===== config.mk =====
export PLATFORM = sky130hd
export DESIGN_NAME = mux_arbiter
export DESIGN_NICKNAME = d
export VERILOG_FILES = /design/src/rtl/mux_arbiter.sv
export SDC_FILE = /design/constraint.sdc
export NUM_CORES = 1
export LEC_CHECK = 0
export CAP_MARGIN = 20
export CORE_MARGIN = 4
export CORE_UTILIZATION = 46
export CTS_CLUSTER_DIAMETER = 40
export DETAILED_ROUTE_END_ITERATION = 8
export PLACE_DENSITY = 0.82
export SKIP_CTS_REPAIR_TIMING = 1
export SYNTH_ARGS = -nofsm -noshare
export SYNTH_HDL_FRONTEND = slang
export SYNTH_SLANG_ARGS = --single-unit

===== constraint.sdc =====
create_clock -name clk -period 3.9 [get_ports clk]
set_clock_uncertainty 0.15 [all_clocks]
set_input_delay 1.17 -clock clk [delete_from_list [all_inputs] [get_ports clk]]
set_output_delay 1.17 -clock clk [all_outputs]
set_load 0.02 [all_outputs]

===== src/rtl/mux_arbiter.sv =====
// mux_arbiter: two-source round-robin arbiter with burst limit feeding a
// single-entry registered output stage.
module mux_arbiter #(
   parameter int WIDTH     = 8,
   parameter int MAX_BURST = 4
) (
   input  logic             clk,
   input  logic             rst_n,
   input  logic [WIDTH-1:0] x,
   input  logic             x_valid,
   output logic             x_ready,
   input  logic [WIDTH-1:0] y,
   input  logic             y_valid,
   output logic             y_ready,
   output logic             s,
   output logic [WIDTH-1:0] m,
   output logic             m_valid,
   input  logic             m_ready
);
   localparam int CW = (MAX_BURST > 1) ? $clog2(MAX_BURST) : 1;
   localparam logic [CW-1:0] CMAX = CW'(MAX_BURST - 1);
   localparam logic [1:0] IDLE    = 2'd0;
   localparam logic [1:0] GRANT_X = 2'd1;
   localparam logic [1:0] GRANT_Y = 2'd2;

   logic [1:0]       state_q, state_d;
   logic [CW-1:0]    cnt_q, cnt_d;
   logic             last_q, last_d;
   logic [WIDTH-1:0] m_q, m_d;
   logic             m_valid_q, m_valid_d;
   logic             space, is_y, own_v, oth_v, xfer;
   logic [1:0]       oth_st;

   assign space   = !m_valid_q || m_ready;
   assign is_y    = state_q == GRANT_Y;
   assign x_ready = (state_q == GRANT_X) && space;
   assign y_ready = is_y && space;
   assign s       = is_y;
   assign m       = m_q;
   assign m_valid = m_valid_q;
   assign own_v   = is_y ? y_valid : x_valid;
   assign oth_v   = is_y ? x_valid : y_valid;
   assign oth_st  = is_y ? GRANT_X : GRANT_Y;
   assign xfer    = (x_valid && x_ready) || (y_valid && y_ready);
   assign m_d       = xfer ? (is_y ? y : x) : m_q;
   assign m_valid_d = xfer || (m_valid_q && !m_ready);

   always_comb begin
      state_d = state_q;
      cnt_d   = cnt_q;
      last_d  = last_q;
      case (state_q)
         IDLE: begin
            cnt_d = '0;
            if (x_valid && y_valid) state_d = last_q ? GRANT_X : GRANT_Y;
            else if (x_valid) state_d = GRANT_X;
            else if (y_valid) state_d = GRANT_Y;
         end
         GRANT_X, GRANT_Y: begin
            if (xfer) begin
               // burst limit only hands over when the other side is waiting
               if (cnt_q == CMAX) begin
                  cnt_d = '0;
                  if (oth_v) begin
                     state_d = oth_st;
                     last_d  = is_y;
                  end
               end else begin
                  cnt_d = cnt_q + CW'(1);
               end
            end else if (!own_v) begin
               cnt_d   = '0;
               last_d  = is_y;
               state_d = oth_v ? oth_st : IDLE;
            end
         end
         default: state_d = IDLE;
      endcase
   end

   always_ff @(posedge clk or negedge rst_n) begin
      if (!rst_n) begin
         state_q   <= IDLE;
         cnt_q     <= '0;
         last_q    <= 1'b1;
         m_q       <= '0;
         m_valid_q <= 1'b0;
      end else begin
         state_q   <= state_d;
         cnt_q     <= cnt_d;
         last_q    <= last_d;
         m_q       <= m_d;
         m_valid_q <= m_valid_d;
      end
   end
endmodule


Yosys cells after proc, flatten, opt, wreduce, memory -nomap -nowiden:

Index checks and enable logic that the tools add are counted.
Widths: inputs -> output; s select.

* register bits after elaboration: 14
* input bits: 21
* output and inout bits: 12

* add/sub/neg operators: 1
* equality and inequality tests: 10
* muxes and demuxes: 22
* reductions and logical operators: 17

Operators with widths (count)
* $mux 2: 13
* $ne 3x3->1 const B: 3
* $mux 8: 1
* $pmux 2 s2: 2
* $reduce_and 4->1: 2
* $logic_and 1x1->1: 6
* $mux 1: 6
* $eq 2x2->1 const B: 2
* $ne 2x1->1 const B: 2
* $ne 4x4->1 const B: 1
* $logic_or 1x1->1: 3
* $add 2x1->2 const B: 1
* $eq 2x1->1 const B: 1
* $logic_not 1->1: 2
* $logic_not 2->1: 1
* $ne 2x2->1 const B: 1
* $reduce_and 2->1: 1
* $reduce_bool 2->1: 1
* $reduce_or 2->1: 1

Logic depth before layout (Yosys ltp):

* depth in word-level cells: 7
* depth in mapped cells: 9

Worst setup path before layout:

OpenSTA, ideal clock, no wires.

* kind: register to output
* from: register state_q[0]
* to: output y_ready
* arrival: 1.623 ns
* setup slack: 0.957 ns
* stages on the path, launching flop included: 6
* path through: dfrtp_1 > inv_1 > ha_1 > buf_6 > clkbuf_1 > and2_1

* cells in the longest elaborated chain, start to end: 2

RTL lines
* from (decl): RTL line 26 `logic [1:0] state_q, state_d;`
* from (signal assigned): RTL line 89 `state_q <= state_d;`
* $eq 2x2->1: RTL line 35 `assign is_y = state_q == GRANT_Y;`
* named net s: RTL line 15 `output logic s,`
* $logic_and 1x1->1: RTL line 37 `assign y_ready = is_y && space;`
* to (decl): RTL line 14 `output logic y_ready,`

The timed path passes the listed nets, and every way through them passes these cells.

Final worst setup path:

* from: input m_ready
* to: output x_ready

* cells in the longest elaborated chain, start to end: 2

RTL lines
* from (decl): RTL line 18 `input logic m_ready`
* $logic_or 1x1->1: RTL line 34 `assign space = !m_valid_q || m_ready;`
* $logic_and 1x1->1: RTL line 36 `assign x_ready = (state_q == GRANT_X) && space;`
* to (decl): RTL line 11 `output logic x_ready,`

Every way passes these cells.

==> reports/qor.csv <==
stage,metric,value,unit
run_status,outcome,finished clean,
power,switching_power,0.388,mW
synth,synth_nets,113,
floorplan,rows,15,
synth,synth_flop_cell,dfrtp_1,
timing,holdWs,0.386,ns
timing,min_period,3.82,ns
power,power_density,761,nW/um^2
critical_path,crit_top_cell,clkdlybuf4s50_1,
synth,ys_warn_count,0,
critical_path,reg2regPathDepth,7,
timing,fmax,0.262,GHz
cells_and_area,area_growth,41.7,%
critical_path,cp_num_buf_inv,2,
drt,drt_first_iter_violations,3,
drt,wl_per_cell,13.0,um
timing,slew_violations,0,
synth,async_reset_ff_share,100,%
worst_hold_path,min_from,m[6]$_DFFE_PN0P_,
global_routing,overflow,0,
synth,syn-mean-instance-area,10.1,sq um
synth,yosys.area.top_type,dfrtp_1,
global_routing,track_usage,16.5,%
timing,tns,0,ns
clock_network,cts.sinks,14,
timing,finalHoldViolCount,0,
synth,ys_types,28,
critical_path,critPathMaxStageDelay,0.60,ns
floorplan,fp.dieW,51.7,um
job,cap_violations,0,
clock_network,clk_pin_slew,0.09,ns
drt,antenna_left,0,
power,seq_power_share,27.0,%
cells_and_area,nNetsFinal,147,
floorplan,core-area,1760,sq um
drt,wl,1880,um
placed_design,dp_hpwl,1520,um
timing,max_slew_margin,58.3,%
timing,setup_viol,0,
placed_design,dp_worst_setup_slack,0.0873,ns
clock_network,clock_latency,0.28,ns
critical_path,r2r_setup_slack,1.57,ns
critical_path,cpMaxStageDelayCell,clkdlybuf4s50_1,
synth,synth_edf_count,0,
synth,yosysMostFrequentCell,dfrtp_1,
power,sw_frac_of_total,41.0,%
cells_and_area,n_antenna_cell,0,
critical_path,start_kind,input port,
critical_path,critPathArrivalTime,2.50,ns
timing,setup_slack,0.0833,ns
floorplan,die_y,51.7,um
placed_design,gp_congestion,0.856,
critical_path,cp.required,2.58,ns
power,power.leakage,0.536,nW
timing,finalCritPeriodShare,97.9,%
timing,rsz0062_at_grt,false,
timing,worstMarginPinSlew,0.624,ns
floorplan,dieArea,2680,sq um
global_routing,grt_pass1_vias,771,
critical_path,critPathTopFamily,buffers and inverters,
synth,synth_seq_cells,14,
global_routing,antenna_found_initial,0,
drt,drtPass1Iterations,3,
clock_network,clockBufferDepth,2,
cells_and_area,nFillCells,138,
global_routing,grt_pass1_wl,3200,um
floorplan,io_pins,33,
critical_path,cp-end-kind,output pin,
synth,synth_cells,87,
synth,ys_seq_area_share,40.0,%
critical_path,path_class,in -> out,
synth,synthTopCellsByArea,"dfrtp_1 37%, mux2i_1 13%, ha_1 7.1%",
synth,netlist_area,880,sq um
placed_design,portBuffers,32,
worst_hold_path,holdPathEnd,m[6]$_DFFE_PN0P_,
worst_hold_path,min_path_cells,2,
critical_path,path_max_fanout,3,
clock_network,root_buffer,clkbuf_4,
cells_and_area,drive_above_1_share,10.8,%
critical_path,path_cells,"clkdlybuf4s50_1, nand2b_4, and2_1, clkdlybuf4s50_1",
worst_hold_path,hp-class,reg -> reg,
power,irDropWorstVdd,452,uV
power,clkPwrFrac,11.1,%
placed_design,place_inst,141,
critical_path,reg2reg_to,cnt_q[1]$_DFFE_PN0P_,
power,p_int,0.560,mW
critical_path,r2r-start,state_q[0]$_DFFE_PN0P_,
drt,route.detailed.drc,0,
power,combinationalPowerShare,61.9,%
drt,vias_per_cell,5.05,
clock_network,numCtsBuffers,3,
clock_network,h-tree-depth,1,
synth,netlist_top_cells_count,"13 x dfrtp_1, 11 x mux2i_1, 11 x nor2_1",
floorplan,start_util,49.9,%
synth,synth_top_area_share,37.0,%
drt,vias,732,
cells_and_area,fin_cells,145,
global_routing,grt_max_degree,20,
clock_network,cts_tree,yes,
-- worst max-delay path by stage --
stage / cells after the start / slack (ns) / startpoint / to
final: 4 / 0.08 / m_ready / x_ready
after global routing: 4 / 0.04 / m_ready / x_ready
after CTS: 4 / 0.07 / m_ready / x_ready
after detailed placement: 4 / 0.09 / m_ready / x_ready
after global placement: 4 / 0.10 / m_ready / x_ready
after floorplan: 5 / 0.96 / state_q[0]$_DFFE_PN0P_ / y_ready
-- power groups by stage --
stage / registers [mW] / clock network [mW] / logic, mW
3_5_place_dp: 0.259 / 0 / 0.592
4_1_cts: 0.257 / 0.109 / 0.593
3_3_place_gp: 0.254 / 0 / 0.576
5_1_grt: 0.265 / 0.118 / 0.639
2_1_floorplan: 0.309 / 0 / 0.352
6_report: 0.256 / 0.105 / 0.587
-- per-stage QoR --
step / utilization (%) / total power, mW / area, sq um
2_1_floorplan: - / 0.661 / 880
3_3_place_gp: 68.6 / 0.830 / 1210
3_5_place_dp: 68.6 / 0.850 / 1210
4_1_cts: 70.6 / 0.959 / 1250
5_1_grt: 70.6 / 1.02 / 1250
6_report: 70.6 / 0.948 / 1250
-- worst min-delay path: stages, from the launching register on --
cell,delay [ns]
dfrtp_1,0.35
nor2_1,0.05
a21oi_1,0.10
-- kinds of logic (layout without fill, tap and decap cells) --
family | Yosys count | in the layout | share of synthesized area (%)
buffers and inverters | 10 | 43 | 6.26
AOI/OAI and AO/OA | 21 | 21 | 17.5
muxes | 13 | 13 | 15.5
adders and majority gates | 5 | 5 | 7.11
and+or+nand+nor | 24 | 24 | 13.7
DFF | 14 | 14 | 40.0
-- layer usage --
layer	vias up	share of wire, %	global-route usage, %
li1	368	-	-
met1	337	40	17.7
met2	27	50	28.4
met3	0	9.9	6.30
met4	0	0	7.42
met5	-	0	0
-- state kept, by name (all words and copies together) (netlist names) --
signal / count
cnt_q: 2
last_q: 1
m: 8
m_valid: 1
state_q: 2
-- area by class of cell --
type / count / area, sq um / area share (%)
sequential: 14 / 352 / 28.2
clock buffer: 4 / 36.3 / 2.91
multi-input combinational: 63 / 473 / 38.0
inverter: 5 / 18.8 / 1.51
timing repair buffer: 34 / 335 / 26.9
tap: 25 / 31.3 / 2.51
-- cells in the final DEF (no fill, tap or decap) --
cell	count
a32o_1	1
ha_1	5
buf_4	2
nand3_1	2
and2_1	3
nand2b_4	1
o2bb2ai_2	1
o211ai_2	2
mux2_2	1
clkdlybuf4s50_1	32
a21oi_1	8
clkbuf_4	3
o21a_1	1
mux2i_1	11
o21ai_0	2
inv_1	5
o21ai_1	1
clkbuf_8	1
dfstp_2	1
a211o_1	1
mux2_4	1
a31oi_1	1
nor2b_1	2
nor2_1	11
a22o_1	2
a32oi_1	1
nand2_1	3
dfrtp_1	13
nand2b_1	2
Power figures use the tool's default switching activity.
